File: src/rtl/nova_mem_master.sv
// Nova main-memory bus initiator: sequences read, write, increment and add requests onto mm_*.
// Optional read-modify-write ops (10/11) are enabled by defining NOVA_MEM_MASTER_RMW_EN.
module nova_mem_master #(
  parameter int addr_width = 16
) (
  input  logic        pclk,
  input  logic        prst,
  input  logic        req_valid,
  output logic        req_ready,
  input  logic [0:1]  req_op,
  input  logic [0:15] req_adr,
  input  logic [0:15] req_data,
  output logic        rsp_valid,
  output logic [0:15] rsp_data,
  output logic        rsp_zero,
  output logic        rsp_carry,
  output logic [0:15] mm_adr,
  output logic        mm_we,
  output logic [0:15] mm_din,
  input  logic [0:15] mm_dout
);

  typedef enum logic [1:0] {IDLE, RD, WR, RSP} state_t;

  // Bit 15 is the LSB, so the low addr_width bits are the right-justified ones.
  localparam logic [0:15] ADR_MASK = 16'hFFFF >> (16 - addr_width);

  state_t      state_q;
  logic [0:15] mm_adr_q;
  logic        mm_we_q;
  logic [0:15] mm_din_q;
  logic        carry_q;
  logic        rsp_valid_q;
  logic [0:15] rsp_data_q;
  logic        rsp_zero_q;
  logic        rsp_carry_q;

`ifdef NOVA_MEM_MASTER_RMW_EN
  logic [0:1]  op_q;
  logic [0:15] data_q;
  logic [0:15] addend;
  logic [0:16] sum;

  // op_q[1] separates add (11) from increment (10); sum[0] is the carry out.
  assign addend = op_q[1] ? data_q : 16'h0001;
  assign sum    = {1'b0, mm_dout} + {1'b0, addend};
`endif

  always_ff @(posedge pclk or negedge prst) begin
    if (!prst) begin
      state_q     <= IDLE;
      mm_adr_q    <= '0;
      mm_we_q     <= 1'b0;
      mm_din_q    <= '0;
      carry_q     <= 1'b0;
      rsp_valid_q <= 1'b0;
      rsp_data_q  <= '0;
      rsp_zero_q  <= 1'b0;
      rsp_carry_q <= 1'b0;
`ifdef NOVA_MEM_MASTER_RMW_EN
      op_q        <= '0;
      data_q      <= '0;
`endif
    end else begin
      rsp_valid_q <= 1'b0;
      mm_we_q     <= 1'b0;
      case (state_q)
        IDLE: begin
          if (req_valid) begin
            mm_adr_q <= req_adr & ADR_MASK;
`ifdef NOVA_MEM_MASTER_RMW_EN
            op_q     <= req_op;
            data_q   <= req_data;
`endif
            if (req_op == 2'b01) begin
              state_q  <= WR;
              mm_we_q  <= 1'b1;
              mm_din_q <= req_data;
              carry_q  <= 1'b0;
            end else begin
              state_q  <= RD;
            end
          end
        end
        RD: begin
`ifdef NOVA_MEM_MASTER_RMW_EN
          if (op_q[0]) begin
            state_q  <= WR;
            mm_we_q  <= 1'b1;
            mm_din_q <= sum[1:16];
            carry_q  <= sum[0];
          end else
`endif
          begin
            state_q     <= RSP;
            rsp_valid_q <= 1'b1;
            rsp_data_q  <= mm_dout;
            rsp_zero_q  <= (mm_dout == 16'h0000);
            rsp_carry_q <= 1'b0;
          end
        end
        WR: begin
          state_q     <= RSP;
          rsp_valid_q <= 1'b1;
          rsp_data_q  <= mm_din_q;
          rsp_zero_q  <= (mm_din_q == 16'h0000);
          rsp_carry_q <= carry_q;
        end
        RSP:     state_q <= IDLE;
        default: state_q <= IDLE;
      endcase
    end
  end

  assign req_ready = prst && (state_q == IDLE);
  assign mm_adr    = mm_adr_q;
  assign mm_we     = mm_we_q;
  assign mm_din    = mm_din_q;
  assign rsp_valid = rsp_valid_q;
  assign rsp_data  = rsp_data_q;
  assign rsp_zero  = rsp_zero_q;
  assign rsp_carry = rsp_carry_q;

endmodule
File: config.mk
export PLATFORM = sky130hd
export DESIGN_NAME = nova_mem_master
export DESIGN_NICKNAME = d
export VERILOG_FILES = /design/src/rtl/nova_mem_master.sv
export SDC_FILE = /design/constraint.sdc
export NUM_CORES = 1
export LEC_CHECK = 0
export ABC_AREA = 1
export CAP_MARGIN = 25
export CORE_MARGIN = 2
export CORE_UTILIZATION = 41
export CTS_CLUSTER_SIZE = 10
export DETAILED_ROUTE_END_ITERATION = 10
export PLACE_DENSITY = 0.85
export SYNTH_ARGS = -nofsm -noshare
export SYNTH_HDL_FRONTEND = slang
export SYNTH_SLANG_ARGS = --single-unit
File: constraint.sdc
create_clock -name pclk -period 1.5 [get_ports pclk]
set_input_delay 0.15 -clock pclk [delete_from_list [all_inputs] [get_ports pclk]]
set_output_delay 0.15 -clock pclk [all_outputs]
set_load 0.05 [all_outputs]
==> results of run 1 <==
==> area by class of cell <==
cell class | instances | area [µm²] | area share (%)
tap | 72 | 90.09 | 2.592
timing repair buffer | 115 | 1016 | 29.23
clock buffer | 6 | 82.58 | 2.376
sequential | 53 | 1326 | 38.16
inverter | 15 | 60.06 | 1.728
multi-input combinational | 164 | 887.1 | 25.52
clock inverter | 2 | 13.76 | 0.3960
==> metal layers <==
layer / track usage, % / share of wire, % / up-vias
met4: 5.172 / 1.5 / 0
met3: 4.318 / 7.8 / 11
met5: 0 / 0 / -
met1: 27.33 / 39 / 994
met2: 35.76 / 51 / 105
li1: - / - / 993
==> registers in the layout, summed over array words and instances, names as in the netlist <==
| register | cells |
|---|---|
| mm_adr | 16 |
| mm_din | 16 |
| mm_we | 1 |
| rsp_data | 16 |
| rsp_valid | 1 |
| rsp_zero | 1 |
| state_q | 2 |
==> cells in the mapped netlist <==
cell type	n	area share, %
inv_1	13	2.1
dfrtp_1	53	57
buf_2	1	0.21
inv_2	2	0.32
clkbuf_1	2	0.32
mux2_4	9	5.8
nor3_1	1	0.21
mux2_2	7	3.4
o21ai_1	2	0.43
nand3_1	6	1.3
conb_1	1	0.16
nand2_1	63	10
clkbuf_2	1	0.21
ha_1	2	1.1
buf_6	4	1.9
or2_2	3	0.81
nor2_4	1	0.48
buf_4	1	0.32
o211ai_1	1	0.32
nor2_1	32	5.2
buf_1	1	0.16
nand2_4	1	0.48
o21ai_0	34	7.3
a22o_1	1	0.38
==> where the power goes <==
group / internal (µW) / switching, µW
Combinational: 1960 / 3860
Clock: 375 / 472
Sequential: 2140 / 523
Total: 4480 / 4850
==> stage by stage <==
stage	TNS [ps]	area, µm²	utilization, %	cells	hold WS [ps]
after floorplan	0	2328	-	242	-145.6
after global placement	0	3343	60.71	417	195.2
after detailed placement	0	3343	60.71	417	197.6
after CTS	0	3470	63.01	427	374.8
after global routing	-1.795	3476	63.12	427	391.8
final	0	3476	63.12	427	380.0
==> worst min-delay path by stage <==
stage | to | startpoint | cells past startpoint | slack, ps
after floorplan | mm_adr[0]$_DFFE_PN0P_ | prst | 0 | -150
after global routing | mm_din[14]$_DFFE_PN0P_ | req_data[14] | 3 | 390
after detailed placement | rsp_data[4]$_DFFE_PN0P_ | prst | 2 | 200
after global placement | rsp_data[4]$_DFFE_PN0P_ | prst | 2 | 200
after CTS | mm_din[5]$_DFFE_PN0P_ | req_data[5] | 3 | 370
final | mm_din[14]$_DFFE_PN0P_ | req_data[14] | 3 | 380
==> cell families after synthesis <==
| family | count (synthesis) | synth area share, % |
|---|---|---|
| simple gates | 107 | 18.59 |
| flops | 53 | 56.96 |
| compound gates | 38 | 8.436 |
| buf+inv | 25 | 5.588 |
| mux | 16 | 9.189 |
| fa+ha+maj | 2 | 1.075 |
| other cells | 1 | 0.1610 |
==> repair_timing <==
| action | in CTS | in global routing |
|---|---|---|
| resized for setup | 5 | 2 |
| hold buffers | 1 | 0 |
| endpoints found under the setup margin | 1 | 16 |
| hold endpoints to repair | 53 | 0 |
| gates cloned | 0 | 0 |
| setup buffers | 1 | 1 |
| pin swaps | 1 | 1 |
==> worst min-delay path: stages <==
cell and delay (ps):
clkdlybuf4s50_1 390, nand2_1 60, nand2_1 40
==> summary.txt, run 1 <==
Clock tree
  – Clk root buf: clkbuf_8
  – CTS tree: yes
  – Clock buffer depth: 2
  – Total CTS buffers: 5
  – Htree depth: 2
  – Total clock sinks: 53
  – Worst-path clk slew: 100 ps
  – Latest clock arrival within the worst-skew pair: 310 ps

Setup path
  – Element type at the critical path end: register
  – Worst Setup EP: rsp_data[14]$_DFFE_PN0P_
  – Reg2reg start: state_q[0]$_DFFE_PN0P_
  – Critical Path Source: state_q[0]$_DFFE_PN0P_
  – Crit path launch type: register
  – Req. time, crit path: roughly 1700 ps
  – CP Buf/Inv Count: 3
  – Max incr delay on CP: around 400 ps
  – Worst endpoint data arrival time: approximately 1600 ps
  – Top delay family on crit path: flip-flops
  – Crit-path slowest cell: dfrtp_1
  – Reg-to-Reg End: rsp_data[14]$_DFFE_PN0P_
  – Logic depth of the worst register-to-register path: 6
  – R2r setup slk: about 90 ps
  – Levels on crit path: 6
  – Crit path kind: register to register
  – Critical Path, Cell by Cell: inv_2, ha_2, clkinvlp_4, buf_4, nor2_1, o21ai_0
  – Crit path max fanout: 15

Job
  – Maxcap violations: 0

Synth
  – Number of distinct library cells after synthesis: 24
  – Cells after Synth: between 200 and 250
  – Synth Area per Inst: just under 10 µm²
  – Yosys warnings: 0
  – Synth Register Bits: between 50 and 60
  – Mapped Area: ~0.0023 mm²
  – Sequential area share after synthesis: 56.96%
  – Post-synth net total: between 200 and 300

STA
  – Slew Viols, Final: 0
  – Clock skew after layout: 11.90 ps
  – Final Hold Violating Endpoints: 0
  – Tcrit/Tclk final: between 90% and 100%
  – Final Critical Period: 1412 ps
  – Final worst slack: between 80 and 90 ps
  – F_max: 0.7082 GHz
  – Final setup vio count: 0

Power and ir drop
  – Maximum vdd drop: around 1200 µV
  – Total power draw: 9328 µW
  – Power density over the cells: 2684 mW/mm²
  – Pleak: 0.001689 µW

Die
  – Die footprint: approximately 0.0063 mm²
  – Initial core utilization: a little over two fifths
  – I/O pins: roughly 110
  – Core ar.: about 0.0055 mm²
  – FP Rows: 27
  – Die W: slightly below 80 µm
  – Die height: roughly 80 µm

Routing
  – DRT Pass-1 Iters: 4
  – Post-DR wirelength/cell: ~15 µm
  – Detail Route Antenna Nets: 0
  – Vias/cell: between 4 and 5
  – Vias post-DR: roughly 2100
  – DRT iter0 DRCs: 201
  – Post-Route WL: 6.268 mm
  – Post-route DRC: 0

Finish
  – Most frequent cells in the layout: 63 x nand2_1, 60 x buf_4, 53 x dfrtp_1, 51 x clkdlybuf4s50_1, 34 x o21ai_0
  – Share of layout cells above drive strength 1: around 28%
  – Nets@finish: between 400 and 500
  – Antenna Cells: 0
  – Commonest non-fill, non-tap cell in the layout: nand2_1
  – Syn-to-layout area delta: 49.27%
  – Filler Cell Count: 464

Placed design
  – Port buffer count: 104
  – Detailed placement HPWL: between 4 and 5 mm
  – Routability congestion estimate: roughly 0.92
  – Pre-CTS setup slack: 36.83 ps

GRT
  – Total grt overflow: 0
  – GRT Util Overall: about a fifth
  – First-pass GRT wire length: ~10 mm
  – Vias in the first global route: ~2100
  – Antenna violations before repair: 0
  – Largest net degree at the start of global routing: 34

Status
  – Status: finished clean

Worst hold path
  – Hold WC Path Type: input port to register
Power figures use the tool's default switching activity.
==> inputs of run 2 (changes only) <==
--- a/config.mk
+++ b/config.mk
@@ -12,6 +12,7 @@
 export CTS_CLUSTER_SIZE = 10
 export DETAILED_ROUTE_END_ITERATION = 10
 export PLACE_DENSITY = 0.85
+export REMOVE_ABC_BUFFERS = 1
 export SYNTH_ARGS = -nofsm -noshare
 export SYNTH_HDL_FRONTEND = slang
 export SYNTH_SLANG_ARGS = --single-unit
==> constraint.sdc (replaced) <==
create_clock -name pclk -period 1.55 [get_ports pclk]
set_input_delay 0.155 -clock pclk [delete_from_list [all_inputs] [get_ports pclk]]
set_output_delay 0.155 -clock pclk [all_outputs]
set_load 0.05 [all_outputs]
==> summary.txt, run 2 (synthesis gave the netlist of run 1 again) <==
Power and ir drop
  – Maximum vdd drop: about 1200 µV
  – Power density over the cells: approximately 2600 mW/mm²
  – Pleak: 0.001693 µW

Placed design
  – Pre-CTS setup slack: 106.7 ps
  – Detailed placement HPWL: ~4.8 mm
  – Routability congestion estimate: between 0.8 and 0.9
  – Port buffer count: ~100

Routing
  – Post-DR wirelength/cell: 14.77 µm
  – Detail Route Antenna Nets: 0
  – Post-Route WL: roughly 6.3 mm
  – Post-route DRC: 0
  – DRT iter0 DRCs: between 100 and 150
  – Vias post-DR: roughly 2100
  – DRT Pass-1 Iters: 4
  – Vias/cell: between 4 and 5

Clock tree
  – Clk root buf: clkbuf_8
  – Latest clock arrival within the worst-skew pair: around 300 ps
  – CTS tree: yes
  – Worst-path clk slew: roughly 90 ps
  – Total CTS buffers: 5
  – Total clock sinks: 53
  – Post-CTS setup buffer count: 0
  – Htree depth: 2
  – Clock buffer depth: 2

Die
  – Die W: 79.36 µm
  – I/O pins: roughly 110
  – Die footprint: ~0.0063 mm²
  – Initial core utilization: between 40% and 50%
  – Core ar.: roughly 0.0055 mm²
  – Die height: just under 80 µm
  – FP Rows: 27

STA
  – Clock skew after layout: 4.861 ps
  – Worst relative slew slack: approximately 49%
  – Tcrit/Tclk final: 95.20%
  – Least-Margin Pin Slew: around 760 ps
  – Final setup vio count: 0
  – Final Hold Violating Endpoints: 0
  – F_max: between 0.6 and 0.7 GHz
  – Final worst slack: approximately 74 ps
  – Final Critical Period: ~1500 ps
  – Slew Viols, Final: 0

Setup path
  – Logic depth of the worst register-to-register path: 9
  – Reg2reg start: state_q[0]$_DFFE_PN0P_
  – Crit path kind: register to output pin
  – Worst endpoint data arrival time: around 1300 ps
  – Crit path launch type: register
  – Element type at the critical path end: output pin
  – Reg-to-Reg End: rsp_zero$_DFFE_PN0P_
  – Req. time, crit path: ~1400 ps
  – R2r setup slk: about 140 ps
  – Crit path max fanout: 4

Finish
  – Syn-to-layout area delta: 49.11%
  – Nets@finish: 410
  – Commonest non-fill, non-tap cell in the layout: nand2_1
  – Antenna Cells: 0
  – Fin util: around 63%
  – Most frequent cells in the layout: 63 x nand2_1, 60 x buf_4, 53 x dfrtp_1, 51 x clkdlybuf4s50_1, 34 x o21ai_0
  – Share of layout cells above drive strength 1: 27.32%
  – Filler Cell Count: 462

Worst hold path
  – WHS Path Cells: 3
  – Hold path start: req_data[4]
  – Hold WC Path Type: input port to register
  – Hold Path Sink: mm_din[4]$_DFFE_PN0P_

GRT
  – Largest net degree at the start of global routing: 38
  – Antenna violations before repair: 0
  – Total grt overflow: 0
  – Vias in the first global route: 2000
  – First-pass GRT wire length: about 10 mm
  – GRT Util Overall: about a fifth

Status
  – Status: finished clean

Job
  – Maxcap violations: 0
[run 2: worst max-delay path by stage]
stage,to,slack (ps),startpoint,cells after the start
4_1_cts,req_ready,50,state_q[1]$_DFFE_PN0P_,6
3_5_place_dp,mm_din[7]$_DFFE_PN0P_,110,req_op[1],8
3_3_place_gp,mm_adr[11]$_DFFE_PN0P_,170,req_valid,4
2_1_floorplan,mm_din[11]$_DFFE_PN0P_,-40,state_q[0]$_DFFE_PN0P_,7
6_report,req_ready,70,state_q[1]$_DFFE_PN0P_,6
5_1_grt,req_ready,-5,state_q[1]$_DFFE_PN0P_,6
[run 2: where the power goes]
| group | switching, µW | total [µW] | leakage [µW] | internal [µW] |
|---|---|---|---|---|
| logic | 3730 | 5620 | 0.00101 | 1890 |
| clock network | 426 | 781 | 0.0000443 | 355 |
| registers | 484 | 2560 | 0.000643 | 2080 |
[run 2: layout make-up]
cell class / instances / area [µm²] / share of cell area, %
multi-input combinational: 164 / 887.1 / 25.55
timing repair buffer: 116 / 1026 / 29.55
inverter: 15 / 56.30 / 1.622
sequential: 53 / 1326 / 38.20
tap: 72 / 90.09 / 2.595
clock buffer: 7 / 86.33 / 2.486
[run 2: stage by stage]
stage / instance area, µm² / std cells / hold slack [ps] / power, µW / setup TNS (ps)
after global routing: 3472 / 427 / 374.5 / 9498 / -4.520
after detailed placement: 3351 / 418 / 105.6 / 8151 / 0
after CTS: 3470 / 427 / 376.1 / 9000 / 0
final: 3472 / 427 / 382.2 / 8963 / 0
after global placement: 3351 / 418 / 94.87 / 8015 / 0
after floorplan: 2255 / 232 / -140.6 / 6211 / -436.1
[run 2: what timing repair did]
| item | CTS | global route |
|---|---|---|
| pin swaps | 1 | 1 |
| setup endpoints to repair | 1 | 12 |
| gates resized for setup | 3 | 3 |
| hold buffers | 2 | 0 |
| endpoints found under the hold margin | 16 | 0 |
[run 2: per-layer routing]
layer,part of all wire [%],wire [µm],vias up,track usage [%]
met4,1.9,123,0,6.379
li1,-,-,997,-
met5,0,0,-,0
met2,51,3212,96,35.00
met3,6.7,421,13,4.545
met1,40,2551,965,26.71
[run 2: worst max-delay path, stage by stage (launching register included)]
cell and delay (ps):
dfrtp_1 410, inv_2 60, ha_4 160, buf_4 140, nand2_1 60, inv_2 50, buf_12 140
